$ cat config.mk
export PLATFORM = sky130hd
export DESIGN_NAME = soqpsk_trellis_demod
export DESIGN_NICKNAME = d
export VERILOG_FILES = /design/src/rtl/soqpsk_trellis_demod.sv
export SDC_FILE = /design/constraint.sdc
export NUM_CORES = 1
export LEC_CHECK = 0
export ABC_AREA = 1
export CORE_MARGIN = 5
export CORE_UTILIZATION = 38
export DETAILED_ROUTE_END_ITERATION = 8
export PLACE_DENSITY = 0.64
export SYNTH_ARGS = -nofsm -noshare
export SYNTH_HDL_FRONTEND = slang
export SYNTH_SLANG_ARGS = --single-unit
$ cat constraint.sdc
create_clock -name clk -period 13.27 [get_ports clk]
set_clock_uncertainty 0.05 [all_clocks]
set_input_delay 1.9905 -clock clk [delete_from_list [all_inputs] [get_ports clk]]
set_output_delay 1.9905 -clock clk [all_outputs]
set_load 0.02 [all_outputs]
$ cat src/rtl/soqpsk_trellis_demod.sv
// 4-state SOQPSK trellis demodulator: ACS metric update, register-exchange traceback, loop error terms.
// Define SOQPSK_ODD_ERR_EN to refresh errEn/phaseError/devError on every symbol instead of even symbols only.
module soqpsk_trellis_demod #(
  parameter int MF_W     = 8,
  parameter int ERR_W    = 10,
  parameter int TB_DEPTH = 16,
  parameter int ACC_W    = MF_W + 4
) (
  input  logic               clk,
  input  logic               reset,
  input  logic               symEn,
  input  logic [4*MF_W-1:0]  mfZrReal,
  input  logic [4*MF_W-1:0]  mfPrReal,
  input  logic [4*MF_W-1:0]  mfMrReal,
  input  logic [4*ERR_W-1:0] mfZrImag,
  input  logic [4*ERR_W-1:0] mfPrImag,
  input  logic [4*ERR_W-1:0] mfMrImag,
  output logic               decision,
  output logic               decEn,
  output logic [1:0]         bestState,
  output logic [ERR_W-1:0]   phaseError,
  output logic [ERR_W-1:0]   devError,
  output logic               errEn,
  output logic               symParity
);
  localparam int SW   = ACC_W + 2;
  localparam int FC_W = $clog2(TB_DEPTH + 1);

  // Trellis tables, entry [s] for state s: zero-branch rotation, one-branch source state / rotation / Pr-vs-Mr.
  localparam logic [3:0][1:0] ZR_ROT  = {2'd1, 2'd0, 2'd2, 2'd3};
  localparam logic [3:0][1:0] EV_PRED = {2'd1, 2'd0, 2'd3, 2'd2};
  localparam logic [3:0][1:0] EV_ROT  = {2'd2, 2'd3, 2'd1, 2'd0};
  localparam logic [3:0]      EV_PR   = 4'b0110;
  localparam logic [3:0][1:0] OD_PRED = {2'd2, 2'd3, 2'd0, 2'd1};
  localparam logic [3:0][1:0] OD_ROT  = {2'd0, 2'd1, 2'd3, 2'd2};
  localparam logic [3:0]      OD_PR   = 4'b1001;

  function automatic logic signed [SW-1:0] sx_mf(input logic [MF_W-1:0] v);
    return {{(SW-MF_W){v[MF_W-1]}}, v};
  endfunction

  function automatic logic signed [SW-1:0] sx_acc(input logic [ACC_W-1:0] v);
    return {{(SW-ACC_W){v[ACC_W-1]}}, v};
  endfunction

  logic signed [ACC_W-1:0] r_acc [4];
  logic [TB_DEPTH-1:0]     r_path [4];
  logic signed [ERR_W-1:0] r_img [4];
  logic [3:0]              r_sel;
  logic [1:0]              r_best;
  logic [FC_W-1:0]         r_fill;
  logic                    r_parity, r_vld1, r_even1;
  logic                    r_dec, r_decEn, r_errEn;
  logic [ERR_W-1:0]        r_phase, r_dev;

  logic signed [ACC_W-1:0] w_new [4];
  logic signed [ERR_W-1:0] w_img [4];
  logic [1:0]              w_pred [4];
  logic [3:0]              w_sel;
  logic signed [ACC_W-1:0] w_bestPrev, w_maxNew;
  logic [1:0]              w_bestNew;
  logic signed [ERR_W-1:0] w_phase, w_neg;
  logic                    w_errUpd;

  for (genvar s = 0; s < 4; s++) begin : g_acs
    localparam int ZK = int'(ZR_ROT[s]);
    localparam int EP = int'(EV_PRED[s]);
    localparam int EK = int'(EV_ROT[s]);
    localparam int OP = int'(OD_PRED[s]);
    localparam int OK = int'(OD_ROT[s]);
    logic signed [SW-1:0]    w_c0, w_ev, w_od, w_c1, w_win, w_diff;
    logic signed [ERR_W-1:0] w_evI, w_odI;

    assign w_c0  = sx_acc(r_acc[s]) + sx_mf(mfZrReal[ZK*MF_W +: MF_W]);
    assign w_ev  = sx_acc(r_acc[EP]) + sx_mf(EV_PR[s] ? mfPrReal[EK*MF_W +: MF_W] : mfMrReal[EK*MF_W +: MF_W]);
    assign w_od  = sx_acc(r_acc[OP]) + sx_mf(OD_PR[s] ? mfPrReal[OK*MF_W +: MF_W] : mfMrReal[OK*MF_W +: MF_W]);
    assign w_evI = EV_PR[s] ? mfPrImag[EK*ERR_W +: ERR_W] : mfMrImag[EK*ERR_W +: ERR_W];
    assign w_odI = OD_PR[s] ? mfPrImag[OK*ERR_W +: ERR_W] : mfMrImag[OK*ERR_W +: ERR_W];
    assign w_c1  = r_parity ? w_ev : w_od;

    // Strict compare: a tie keeps the zero branch.
    assign w_sel[s]  = w_c1 > w_c0;
    assign w_win     = w_sel[s] ? w_c1 : w_c0;
    assign w_diff    = w_win - sx_acc(w_bestPrev);
    assign w_new[s]  = (w_diff[SW-1:ACC_W-1] == '0 || w_diff[SW-1:ACC_W-1] == '1) ? w_diff[ACC_W-1:0]
                     : {w_diff[SW-1], {(ACC_W-1){~w_diff[SW-1]}}};
    assign w_pred[s] = w_sel[s] ? (r_parity ? 2'(EP) : 2'(OP)) : 2'(s);
    assign w_img[s]  = w_sel[s] ? (r_parity ? w_evI : w_odI) : mfZrImag[ZK*ERR_W +: ERR_W];
  end

  // Argmax scans from state 0 upward with a strict compare so ties go to the lowest index.
  always_comb begin
    w_bestPrev = r_acc[0];
    w_maxNew   = w_new[0];
    w_bestNew  = 2'd0;
    for (int s = 1; s < 4; s++) begin
      if (r_acc[s] > w_bestPrev) w_bestPrev = r_acc[s];
      if (w_new[s] > w_maxNew) begin
        w_maxNew  = w_new[s];
        w_bestNew = 2'(s);
      end
    end
  end

  assign w_phase = r_img[r_best];
  assign w_neg   = (w_phase == {1'b1, {(ERR_W-1){1'b0}}}) ? {1'b0, {(ERR_W-1){1'b1}}} : -w_phase;

`ifdef SOQPSK_ODD_ERR_EN
  assign w_errUpd = r_vld1;
`else
  assign w_errUpd = r_vld1 & r_even1;
`endif

  always_ff @(posedge clk) begin
    if (reset) begin
      for (int s = 0; s < 4; s++) begin
        r_acc[s]  <= '0;
        r_path[s] <= '0;
        r_img[s]  <= '0;
      end
      r_sel    <= '0;
      r_best   <= '0;
      r_fill   <= '0;
      r_parity <= 1'b1;
      r_vld1   <= 1'b0;
      r_even1  <= 1'b0;
    end else begin
      r_vld1 <= symEn;
      if (symEn) begin
        for (int s = 0; s < 4; s++) begin
          r_acc[s]  <= w_new[s];
          r_path[s] <= {r_path[w_pred[s]][TB_DEPTH-2:0], w_sel[s]};
          r_img[s]  <= w_img[s];
        end
        r_sel    <= w_sel;
        r_best   <= w_bestNew;
        r_parity <= ~r_parity;
        r_even1  <= r_parity;
        if (r_fill != FC_W'(TB_DEPTH)) r_fill <= r_fill + 1'b1;
      end
    end
  end

  // Output stage reads the symbol just committed; a strobe in the same cycle only affects stage one.
  always_ff @(posedge clk) begin
    if (reset) begin
      r_dec   <= 1'b0;
      r_decEn <= 1'b0;
      r_errEn <= 1'b0;
      r_phase <= '0;
      r_dev   <= '0;
    end else begin
      r_decEn <= r_vld1 && (r_fill == FC_W'(TB_DEPTH));
      r_errEn <= w_errUpd;
      if (r_vld1) r_dec <= r_path[r_best][TB_DEPTH-1];
      if (w_errUpd) begin
        r_phase <= w_phase;
        r_dev   <= r_sel[r_best] ? w_neg : w_phase;
      end
    end
  end

  assign decision   = r_dec;
  assign decEn      = r_decEn;
  assign errEn      = r_errEn;
  assign phaseError = r_phase;
  assign devError   = r_dev;
  assign bestState  = r_best;
  assign symParity  = r_parity;
endmodule

==> results summary <==
TritonCTS built the clock tree. The final-report setup violation count came out at 0. The worst setup path is captured at a flop. The worst setup path is launched from a primary input. The count of warnings emitted by yosys came out at 0. The tree built by TritonCTS fans out to 191 sinks. The post-synthesis to final-layout area growth came out at 21.4%. The part of the cycle the worst path needs came out at 94.4%. Summed over all layers, the routed wires come to 78600 um. The area of placed instances came out at 25700 um2. Among all stages on the critical path, the largest delay is contributed by sky130_fd_sc_hd__clkdlybuf4s50_1. The post-placement worst setup slack is -0.194 ns.

The fraction of layout cells with a size suffix above 1 came out at 7.39%. The number of search-and-repair iterations in the first detailed-routing pass is 5. The residual overflow from global routing is 0. After layout, the worst setup slack is 0.737 ns. The floorplan row count came out at 88. The number of nets in the finished design is 4001. Summing over every cut layer, the via total after detailed routing is 22400. The number of synthesized flops with an enable pin is 152. After detailed routing, the number of vias per cell comes to 5.30.

The average routed wire per standard cell came out at 18.6 um. During I/O placement, the number of pins put on the boundary was 245. The post-route standard cell area excluding fillers is 26700 um2.

The most used routing layer is met2. Clock tree synthesis selected as its root buffer the cell sky130_fd_sc_hd__clkbuf_16. The fraction of registers with async set or reset after synthesis is 0%. The wire length of the first global-routing pass is 116000 um.

In the synthesized netlist the dominant register cell turns out to be sky130_fd_sc_hd__edfxtp_1. The TritonCTS buffer count came out at 17. The remaining design rule violation count is 0. The full die area is 62900 um2. At the pin with the least slew margin, the transition time is 1.11 ns.

Hold timing on the final database bottoms out at a slack of 0.416 ns. Once the floorplan was initialized, standard cells occupied 38.3% of the core. The clock insertion delay at the later pin of the skew report is 0.45 ns. The number of hold buffers added after cts is 0.

The flow ran to the end, and the final reports show no timing, DRC or antenna violations. The final critical path time including I/O delays and setup came out at 12.53 ns. The number of buffers and inverters on the critical path is 14. At the worst endpoint, the required time is 13.53 ns.

For this run, the slowest stage of the critical path takes 0.47 ns. The H-tree generated during clock tree synthesis spans 4 levels. The headroom to the max-slew limit is 26.0%.

The worst-case clock buffer depth is 2. The post-synthesis average cell area came out at 6.94 um2. Max-cap violations in this run came to 0.

Counting every net in the synthesized netlist gives 3724. The area of all sequential standard cells came out at 5350 um2. In this run, the number of DRC markers left after iteration 0 of detailed routing was 2257. The total routing usage reported by global routing came out at 23.5%. The number of different library cells in the post-synthesis netlist is 59. The min-delay analysis places its worst path in the category flop to flop. The number of hold violations in the final report came out at 0.

The floorplan die height came out at 251 um. The critical-path maximum fanout is 13. After clock tree synthesis, the clock-pin slew on the worst setup and hold paths is 0.08 ns. The final count of pins violating max slew came to 0. The global-route met2 utilization came out at 39.3%.

Among the stages of the critical path, the cell type that occurs most often is sky130_fd_sc_hd__nand2_1. The cell count after synthesis is 3176. The type of the setup path with the least slack is primary input to flop. The sequential cell area fraction in the yosys report came out at 24.3%. The cell area after synthesis came out at 22000 um2.

The number of antenna violations at the first check in global routing was 3. The flip-flop and latch count after synthesis is 191. Based on the critical path, the design can be clocked at up to 79.8 MHz.

The count of buffers inserted at the top-level ports came out at 244. The met1 capacity usage during global routing is 30.5%. The number of global-route vias before repair came out at 20700.

The count of nets left with antenna violations after detail routing came out at 0. The footprint of the multi-input gates came out at 14700 um2. The routing usage on met3 is 4.15%. The final weighted congestion in routability-driven placement is 0.987. The core region is 57600 um2. The family of cells with the greatest summed delay on the critical path is compound AO/OA/AOI/OAI gates. Entering global routing, the biggest net connects 98 pins. The detailed-placement wirelength estimate is 61600 um.

The number of filler cells placed in the layout is 5812. For the worst setup path, the data arrival time is 12.79 ns. The die width is 251 um.
through the flow:
step	utilization [%]	cells	setup TNS, ns
2_1_floorplan	-	3176	0
3_5_place_dp	44.6	4173	-0.703
5_1_grt	46.5	4232	-0.943
4_1_cts	45.7	4205	0
6_report	46.5	4232	0
3_3_place_gp	44.6	4173	0
sequential cells by signal, indices dropped and copies added (netlist names), named ones only:
register / flops
r_acc: 48
r_sel: 4
r_path: 64
symParity: 1
devError: 10
phaseError: 10
bestState: 2
r_vld1: 1
errEn: 1
r_even1: 1
r_img: 40
decision: 1
decEn: 1
r_fill: 5
cells by family (layout without fill, tap and decap cells):
| kind of cell | Yosys count | count (layout) | share of synthesized area [%] |
|---|---|---|---|
| flip-flops | 191 | 191 | 24.3 |
| multiplexers | 4 | 4 | 0.182 |
| adder cells (fa/ha/maj) | 329 | 329 | 19.2 |
| other | 0 | 1 | 0 |
| buffers and inverters | 576 | 864 | 9.97 |
| AND/OR/NAND/NOR | 1298 | 1300 | 24.5 |
| XOR/XNOR | 84 | 84 | 3.37 |
| AO/OA/AOI/OAI | 694 | 694 | 18.5 |
cell type report:
type,instances,share of cell area (%)
multi-input cells,2411,55.1
flip-flops and latches,191,20.0
repair buffers,348,12.1
inverters,483,6.82
well taps,765,3.58
clock buffers,17,1.59
clock inverters,15,0.800
repair inverters,1,0.0187
diodes,1,0.00935
worst paths after layout:
path,start,end,slack (ns),cells past startpoint
worst max-delay path,mfMrReal[24],flop,0.74,73
worst min-delay path,r_sel[0],r_sel[0],0.42,2
worst max register to register,r_acc[1][10],flop,0.89,84
worst min register to register,r_sel[0],r_sel[0],0.42,2
placed cells by master (no fill, tap or decap), types with 38 or more instances in the layout:
| cell | n |
|---|---|
| sky130_fd_sc_hd__a21oi_1 | 205 |
| sky130_fd_sc_hd__a31oi_1 | 48 |
| sky130_fd_sc_hd__buf_4 | 101 |
| sky130_fd_sc_hd__clkdlybuf4s50_1 | 244 |
| sky130_fd_sc_hd__dfxtp_1 | 38 |
| sky130_fd_sc_hd__edfxtp_1 | 152 |
| sky130_fd_sc_hd__ha_1 | 311 |
| sky130_fd_sc_hd__inv_1 | 466 |
| sky130_fd_sc_hd__nand2_1 | 758 |
| sky130_fd_sc_hd__nand3_1 | 94 |
| sky130_fd_sc_hd__nand4_1 | 44 |
| sky130_fd_sc_hd__nor2_1 | 277 |
| sky130_fd_sc_hd__nor3_1 | 45 |
| sky130_fd_sc_hd__o21ai_0 | 206 |
| sky130_fd_sc_hd__o221ai_1 | 42 |
| sky130_fd_sc_hd__xor2_1 | 53 |
synthesized netlist by cell type (42+ instances only):
| cell | instances | area share (%) |
|---|---|---|
| sky130_fd_sc_hd__nand2_1 | 765 | 13 |
| sky130_fd_sc_hd__inv_1 | 472 | 8.0 |
| sky130_fd_sc_hd__ha_1 | 313 | 18 |
| sky130_fd_sc_hd__nor2_1 | 285 | 4.9 |
| sky130_fd_sc_hd__o21ai_0 | 232 | 5.3 |
| sky130_fd_sc_hd__a21oi_1 | 213 | 4.8 |
| sky130_fd_sc_hd__edfxtp_1 | 152 | 21 |
| sky130_fd_sc_hd__nand3_1 | 96 | 2.2 |
| sky130_fd_sc_hd__clkbuf_1 | 70 | 1.2 |
| sky130_fd_sc_hd__xor2_1 | 53 | 2.1 |
| sky130_fd_sc_hd__a31oi_1 | 49 | 1.4 |
| sky130_fd_sc_hd__nor3_1 | 45 | 1.0 |
| sky130_fd_sc_hd__nand4_1 | 44 | 1.2 |
| sky130_fd_sc_hd__o221ai_1 | 42 | 1.7 |
what timing repair did:
action,in CTS,in global routing
buffers inserted,0,23
resized for setup,0,86
setup endpoints to repair,0,4
worst min-delay path: cells and delay by family (launching register included):
family / cells / cell delay (ns)
AOI/OAI and AO/OA: 1 / 0.05
DFF: 1 / 0.34
and+or+nand+nor: 1 / 0.05
routing by layer:
layer  up-vias  share of wire [%]
met5         -              0.025
met4         2                4.1
met3       138                6.8
met2       687                 46
met1     10300                 43
li1      11300                  -
Power is not shown: default switching activity piles up to over one toggle a cycle in this logic, so the estimate is an artifact.
